[config.mk]
export PLATFORM = sky130hd
export DESIGN_NAME = layer_scheduler
export DESIGN_NICKNAME = d
export VERILOG_FILES = /design/src/rtl/layer_scheduler.sv
export SDC_FILE = /design/constraint.sdc
export NUM_CORES = 2
export LEC_CHECK = 0
export ABC_AREA = 1
export CAP_MARGIN = 20
export CORE_ASPECT_RATIO = 0.8
export CORE_MARGIN = 4
export CORE_UTILIZATION = 45
export CTS_CLUSTER_SIZE = 25
export DETAILED_ROUTE_END_ITERATION = 8
export PLACE_DENSITY = 0.66
export SLEW_MARGIN = 10
export SYNTH_ARGS = -nofsm -noshare
export SYNTH_HDL_FRONTEND = slang
export SYNTH_SLANG_ARGS = --single-unit
[constraint.sdc]
create_clock -name clock -period 23.9 [get_ports clock]
set_clock_uncertainty 0.05 [all_clocks]
set_input_delay 7.17 -clock clock [delete_from_list [all_inputs] [get_ports clock]]
set_output_delay 7.17 -clock clock [all_outputs]
set_load 0.01 [all_outputs]
[src/rtl/layer_scheduler.sv]
// Time-multiplexed fully connected layer: one shared MAC walks every neuron, then applies bias and ReLU.
// Optional build macro LAYER_SCHEDULER_SATURATE_EN clamps results instead of truncating them.
module layer_scheduler #(
  parameter int unsigned DATA_WIDTH  = 32,
  parameter int unsigned NUM_INPUTS  = 16,
  parameter int unsigned NUM_NEURONS = 8
) (
  input  logic                                                   clock,
  input  logic                                                   reset,
  input  logic                                                   input_ready,
  input  logic [NUM_INPUTS-1:0][DATA_WIDTH-1:0]                  inputs,
  output logic                                                   weight_rd_en,
  output logic [$clog2(NUM_NEURONS*NUM_INPUTS)-1:0]              weight_addr,
  input  logic signed [DATA_WIDTH-1:0]                           weight_data,
  output logic [(NUM_NEURONS > 1 ? $clog2(NUM_NEURONS) : 1)-1:0] bias_addr,
  input  logic signed [DATA_WIDTH-1:0]                           bias_data,
  output logic [NUM_NEURONS-1:0][DATA_WIDTH-1:0]                 outputs,
  output logic                                                   output_ready,
  output logic                                                   busy
);

  localparam int unsigned WAW = $clog2(NUM_NEURONS * NUM_INPUTS);
  localparam int unsigned NW  = (NUM_NEURONS > 1) ? $clog2(NUM_NEURONS) : 1;
  localparam int unsigned KW  = $clog2(NUM_INPUTS);
  localparam int unsigned PW  = 2 * DATA_WIDTH;
  localparam int unsigned AW  = PW + KW + 1;

  typedef enum logic [2:0] {
    StIdle,
    StFetch,
    StMac,
    StActivate,
    StDone
  } state_e;

  state_e                                 state_q, state_d;
  logic [NW-1:0]                          neuron_q, neuron_d;
  logic [KW-1:0]                          k_q, k_d;
  logic signed [AW-1:0]                   acc_q, acc_d;
  logic [NUM_INPUTS-1:0][DATA_WIDTH-1:0]  in_q, in_d;
  logic [NUM_NEURONS-1:0][DATA_WIDTH-1:0] out_q, out_d;
  logic [WAW-1:0]                         waddr_q, waddr_d;

  logic [WAW-1:0]        base_addr;
  logic signed [PW-1:0]  prod;
  logic [AW-1:0]         r_sum;
  logic [AW-1:0]         r_relu;
  logic [DATA_WIDTH-1:0] r_narrow;

  assign base_addr = WAW'(neuron_q) * WAW'(NUM_INPUTS);
  assign prod      = PW'($signed(in_q[k_q])) * PW'(weight_data);
  assign r_sum     = acc_q + {{(AW-DATA_WIDTH){bias_data[DATA_WIDTH-1]}}, bias_data};
  assign r_relu    = r_sum[AW-1] ? '0 : r_sum;

`ifdef LAYER_SCHEDULER_SATURATE_EN
  // r_relu is non-negative, so any set bit at DATA_WIDTH-1 or above means it exceeds the max.
  assign r_narrow = (|r_relu[AW-1:DATA_WIDTH-1]) ? {1'b0, {(DATA_WIDTH-1){1'b1}}}
                                                  : DATA_WIDTH'(r_relu);
`else
  assign r_narrow = DATA_WIDTH'(r_relu);
`endif

  always_comb begin
    state_d      = state_q;
    neuron_d     = neuron_q;
    k_d          = k_q;
    acc_d        = acc_q;
    in_d         = in_q;
    out_d        = out_q;
    weight_rd_en = 1'b0;
    weight_addr  = waddr_q;

    unique case (state_q)
      StIdle: begin
        if (input_ready) begin
          in_d     = inputs;
          neuron_d = '0;
          state_d  = StFetch;
        end
      end
      StFetch: begin
        weight_rd_en = 1'b1;
        weight_addr  = base_addr;
        acc_d        = '0;
        k_d          = '0;
        state_d      = StMac;
      end
      StMac: begin
        acc_d = acc_q + {{(AW-PW){prod[PW-1]}}, prod};
        if (k_q != KW'(NUM_INPUTS - 1)) begin
          // Prefetch the next weight so it arrives exactly when k advances.
          weight_rd_en = 1'b1;
          weight_addr  = base_addr + WAW'(k_q) + WAW'(1);
          k_d          = k_q + KW'(1);
        end else begin
          state_d = StActivate;
        end
      end
      StActivate: begin
        out_d[neuron_q] = r_narrow;
        if (neuron_q == NW'(NUM_NEURONS - 1)) begin
          state_d = StDone;
        end else begin
          neuron_d = neuron_q + NW'(1);
          state_d  = StFetch;
        end
      end
      StDone: begin
        state_d = StIdle;
      end
      default: begin
        state_d = StIdle;
      end
    endcase

    waddr_d = weight_addr;
  end

  always_ff @(posedge clock or negedge reset) begin
    if (!reset) begin
      state_q  <= StIdle;
      neuron_q <= '0;
      k_q      <= '0;
      acc_q    <= '0;
      in_q     <= '0;
      out_q    <= '0;
      waddr_q  <= '0;
    end else begin
      state_q  <= state_d;
      neuron_q <= neuron_d;
      k_q      <= k_d;
      acc_q    <= acc_d;
      in_q     <= in_d;
      out_q    <= out_d;
      waddr_q  <= waddr_d;
    end
  end

  assign bias_addr    = neuron_q;
  assign outputs      = out_q;
  assign output_ready = (state_q == StDone);
  assign busy         = (state_q != StIdle);

endmodule

==> impl_table.tex <==
\begin{tabular}{lr}
\hline
Metric & Value \\
\hline
\multicolumn{2}{l}{\textbf{Clock network}} \\
CTS tree & built \\
Clock sinks & 854 \\
Total clock buffers created by CTS & 93 \\
PostCTS Resize Cnt & 0 \\
Clock transition at path regs & about 0.06 ns \\
Number of buffers on the longest clock path & 3 \\
Number of H-tree levels & 3 \\
Worst-skew pair later-pin latency & 0.76 ns \\
Number of setup buffers added after CTS & 0 \\
Hold buffers post-CTS & 0 \\
Root buf cell & sky130\_fd\_sc\_hd\_\_clkbuf\_16 \\
\multicolumn{2}{l}{\textbf{Routing}} \\
Metal3 WL & around 38 mm \\
DR top layer & met5 \\
DR WL met2 & roughly 140 mm \\
Total Routed Length & 338.9 mm \\
Detailed-route wire length per cell & roughly 26 um \\
Met1 wire length & 140.1 mm \\
Drt initial violations & 7698 \\
First-pass DRT Iterations & 6 \\
Via count of the routed design & about 73k \\
DRC errors left & 0 \\
Detailed-route vias per instance & approximately 5.5 \\
Final ANT Viol Nets & 0 \\
\multicolumn{2}{l}{\textbf{STA}} \\
RSZ-0062 raised after global routing & false \\
Measured slew at the worst slew-check pin & 1.202 ns \\
Least setup slack across all paths after layout & 6.561 ns \\
Maximum frequency from static timing analysis & 57.67 MHz \\
Number of max-slew violations in the final report & 0 \\
Final hold viol count & 0 \\
Setup tns final & 0 ns \\
Fraction of the cycle the final worst path needs & 72.55\% \\
Post-route worst hold slack & 0.4170 ns \\
Worst max-slew margin expressed relative to the limit & between 15 and 20\% \\
Final count of negative-setup-slack endpoints & 0 \\
Final min period & 17.34 ns \\
\multicolumn{2}{l}{\textbf{Global route}} \\
Number of global-route vias before repair & 73.40k \\
Gr ovfl total & 0 \\
Maximum number of pins on one net before global-route repair & 236 \\
Global routing usage summed across all routing layers & 36.00\% \\
Initial antenna violation count & 80 \\
First-pass GRT wire length & slightly below 500 mm \\
\multicolumn{2}{l}{\textbf{Worst setup path}} \\
Master of the slowest instance on the critical path & sky130\_fd\_sc\_hd\_\_fa\_1 \\
Cell depth of the worst flop-to-flop path & 35 \\
Required time worst endpoint & 24.50 ns \\
Gate family responsible for the most delay along the worst path & adder cells \\
Highest cell delay on the worst timing path & 1.10 ns \\
CP Buf/Inv Count & 8 \\
Library cell appearing most often on the critical path & sky130\_fd\_sc\_hd\_\_nand2\_1 \\
Reg2Reg Launch Point & k\_q[0] \\
R2R Path End & acc\_q[51] \\
Endpoint arrival time on the critical path & 17.94 ns \\
Classification of the worst setup path & primary input to flip-flop \\
Startpoint type of the worst setup path & primary input \\
Worst-path maximum fanout & 23 \\
Setup slack of the worst register-to-register path & between 9 and 10 ns \\
Nature of the critical path endpoint & flip-flop \\
\multicolumn{2}{l}{\textbf{Status}} \\
Status & finished, final reports clean \\
\multicolumn{2}{l}{\textbf{Logic synthesis}} \\
Syn Std Cell Area & $\sim$80000 um\^{}2 \\
Warnings, synthesis & 0 \\
Leading register cell type out of synthesis & sky130\_fd\_sc\_hd\_\_dfrtp\_1 \\
Net Count, Synth & 12.11k \\
Count of state elements after synthesis & between 800 and 900 \\
Syn avg cell area & 7.980 um\^{}2 \\
Async S/R FF share, synth & 100.0\% \\
Number of enable-type register cells in the synthesized netlist & 0 \\
Sequential share of the synthesized area & 26.47\% \\
Post-synthesis cell type count & 45 \\
Post-Synthesis Cells & 10.12k \\
\multicolumn{2}{l}{\textbf{Placed design}} \\
DP Worst Slack & 5.959 ns \\
Number of input and output port buffers inserted & about 850 \\
DPL Wire Length & 268.0 mm \\
Final weighted congestion in routability-driven placement & 0.9923 \\
\multicolumn{2}{l}{\textbf{Floorplanning}} \\
Width of the chip & 481.6 um \\
Die area & 186300 um\^{}2 \\
\# IOs & 848 \\
Initial core utilization & 45.44\% \\
Number of core rows & around 140 \\
Die outline height & 386.8 um \\
Total core area & 177700 um\^{}2 \\
\multicolumn{2}{l}{\textbf{Job}} \\
Max-cap violations & 0 \\
\multicolumn{2}{l}{\textbf{Layout}} \\
Layout area overhead & 17.35\% \\
Share of post-route cells with drive strength above 1 & under 10\% \\
Commonest cells after routing, fill and taps aside & sky130\_fd\_sc\_hd\_\_nand2\_1 (3297), sky130\_fd\_sc\_hd\_\_inv\_1 (1356), sky130\_fd\_sc\_hd\_\_nor2\_1 (1123) \\
Leading cell type in the layout, fill and taps excluded & sky130\_fd\_sc\_hd\_\_nand2\_1 \\
Number of fill cells in the layout & 16.85k \\
Final layout net count & 12.71k \\
\multicolumn{2}{l}{\textbf{Min path}} \\
Path class of the lowest-slack min-delay path & flip-flop to flip-flop \\
Hold wc startpoint & in\_q[449] \\
Hold path endpoint & in\_q[449] \\
Worst Hold Path Cells & 2 \\
\hline
\end{tabular}
cell type report:
class,instances,area [um^2],share of cell area (%)
multi-input cells,7416,52130,55.02
flip-flops and latches,854,21380,22.57
well taps,2380,2978,3.143
inverters,1388,5223,5.513
repair buffers,966,9527,10.06
clock inverters,40,639.4,0.6749
diodes,70,175.2,0.1849
clock buffers,135,2685,2.834
through the flow:
stage,area (um^2),util (%),cells
after CTS,94500,53.19,13180
after global placement,91120,51.28,13000
after detailed placement,91180,51.32,13000
final,94730,53.32,13250
after global routing,94700,53.30,13240
after floorplan,80730,-,10120
state kept, by name, indices dropped and copies added, names as in the netlist:
signal,flops
acc_q,69
bias_addr,3
in_q,512
k_q,4
outputs,256
state_q,3
waddr_q,7
Yosys cell counts, drive strengths merged (23+ instances only):
cell type     n  share of area, %
xnor2        36              0.39
xor2         58              0.63
nand3       428               2.7
fa         1084                27
buf         161               1.2
mux2i        95               1.2
ha          327               5.1
o32ai        25              0.27
inv        1377               6.4
a21oi       258               1.6
o221ai       96               1.0
clkbuf      297               1.4
nand2      3311                15
dfrtp       854                26
a21o         23              0.21
o21ai       313               1.9
nor3         39              0.25
nand4        31              0.24
o211ai       31              0.29
nor2       1133               5.3
o21bai       39              0.36
worst reg2reg max path, delay by kind of cell (launching register included):
kind / cells / cell delay, ns
XOR/XNOR: 1 / 0.61
AND/OR/NAND/NOR: 8 / 1.64
AO/OA/AOI/OAI: 10 / 2.77
adder cells (fa/ha/maj): 10 / 4.78
flip-flops: 1 / 0.89
multiplexers: 1 / 0.51
buffers and inverters: 5 / 2.52
worst max path at each step:
| stage | depth (start not counted) | start | slack (ns) | end |
|---|---|---|---|---|
| 2_1_floorplan | 36 | weight_data[2] | 8.19 | acc_q[65] |
| 3_3_place_gp | 38 | weight_data[8] | 5.91 | acc_q[61] |
| 3_5_place_dp | 37 | weight_data[8] | 5.96 | acc_q[65] |
| 4_1_cts | 37 | weight_data[8] | 6.75 | acc_q[65] |
| 5_1_grt | 38 | weight_data[8] | 6.07 | acc_q[66] |
| 6_report | 37 | weight_data[8] | 6.56 | acc_q[65] |
routing by layer:
layer / vias to the layer above / track usage [%]
met4: 26 / 17.39
met5: - / 0
met2: 3917 / 51.40
met1: 36470 / 49.84
li1: 32250 / -
met3: 693 / 10.90
kinds of logic (layout without fill, tap and decap cells):
group           after synthesis  count (layout)  synth area share [%]
mux                          95              95                 1.178
xor+xnor                     94              94                 1.020
other cells                   0              70                     0
fa+ha+maj                  1411            1411                 31.95
buf+inv                    1846            2529                 9.037
simple gates               4974            4974                 24.12
compound gates              842             842                 6.221
flops                       854             854                 26.47
Power is not shown: default switching activity piles up to over one toggle a cycle in this logic, so the estimate is an artifact.
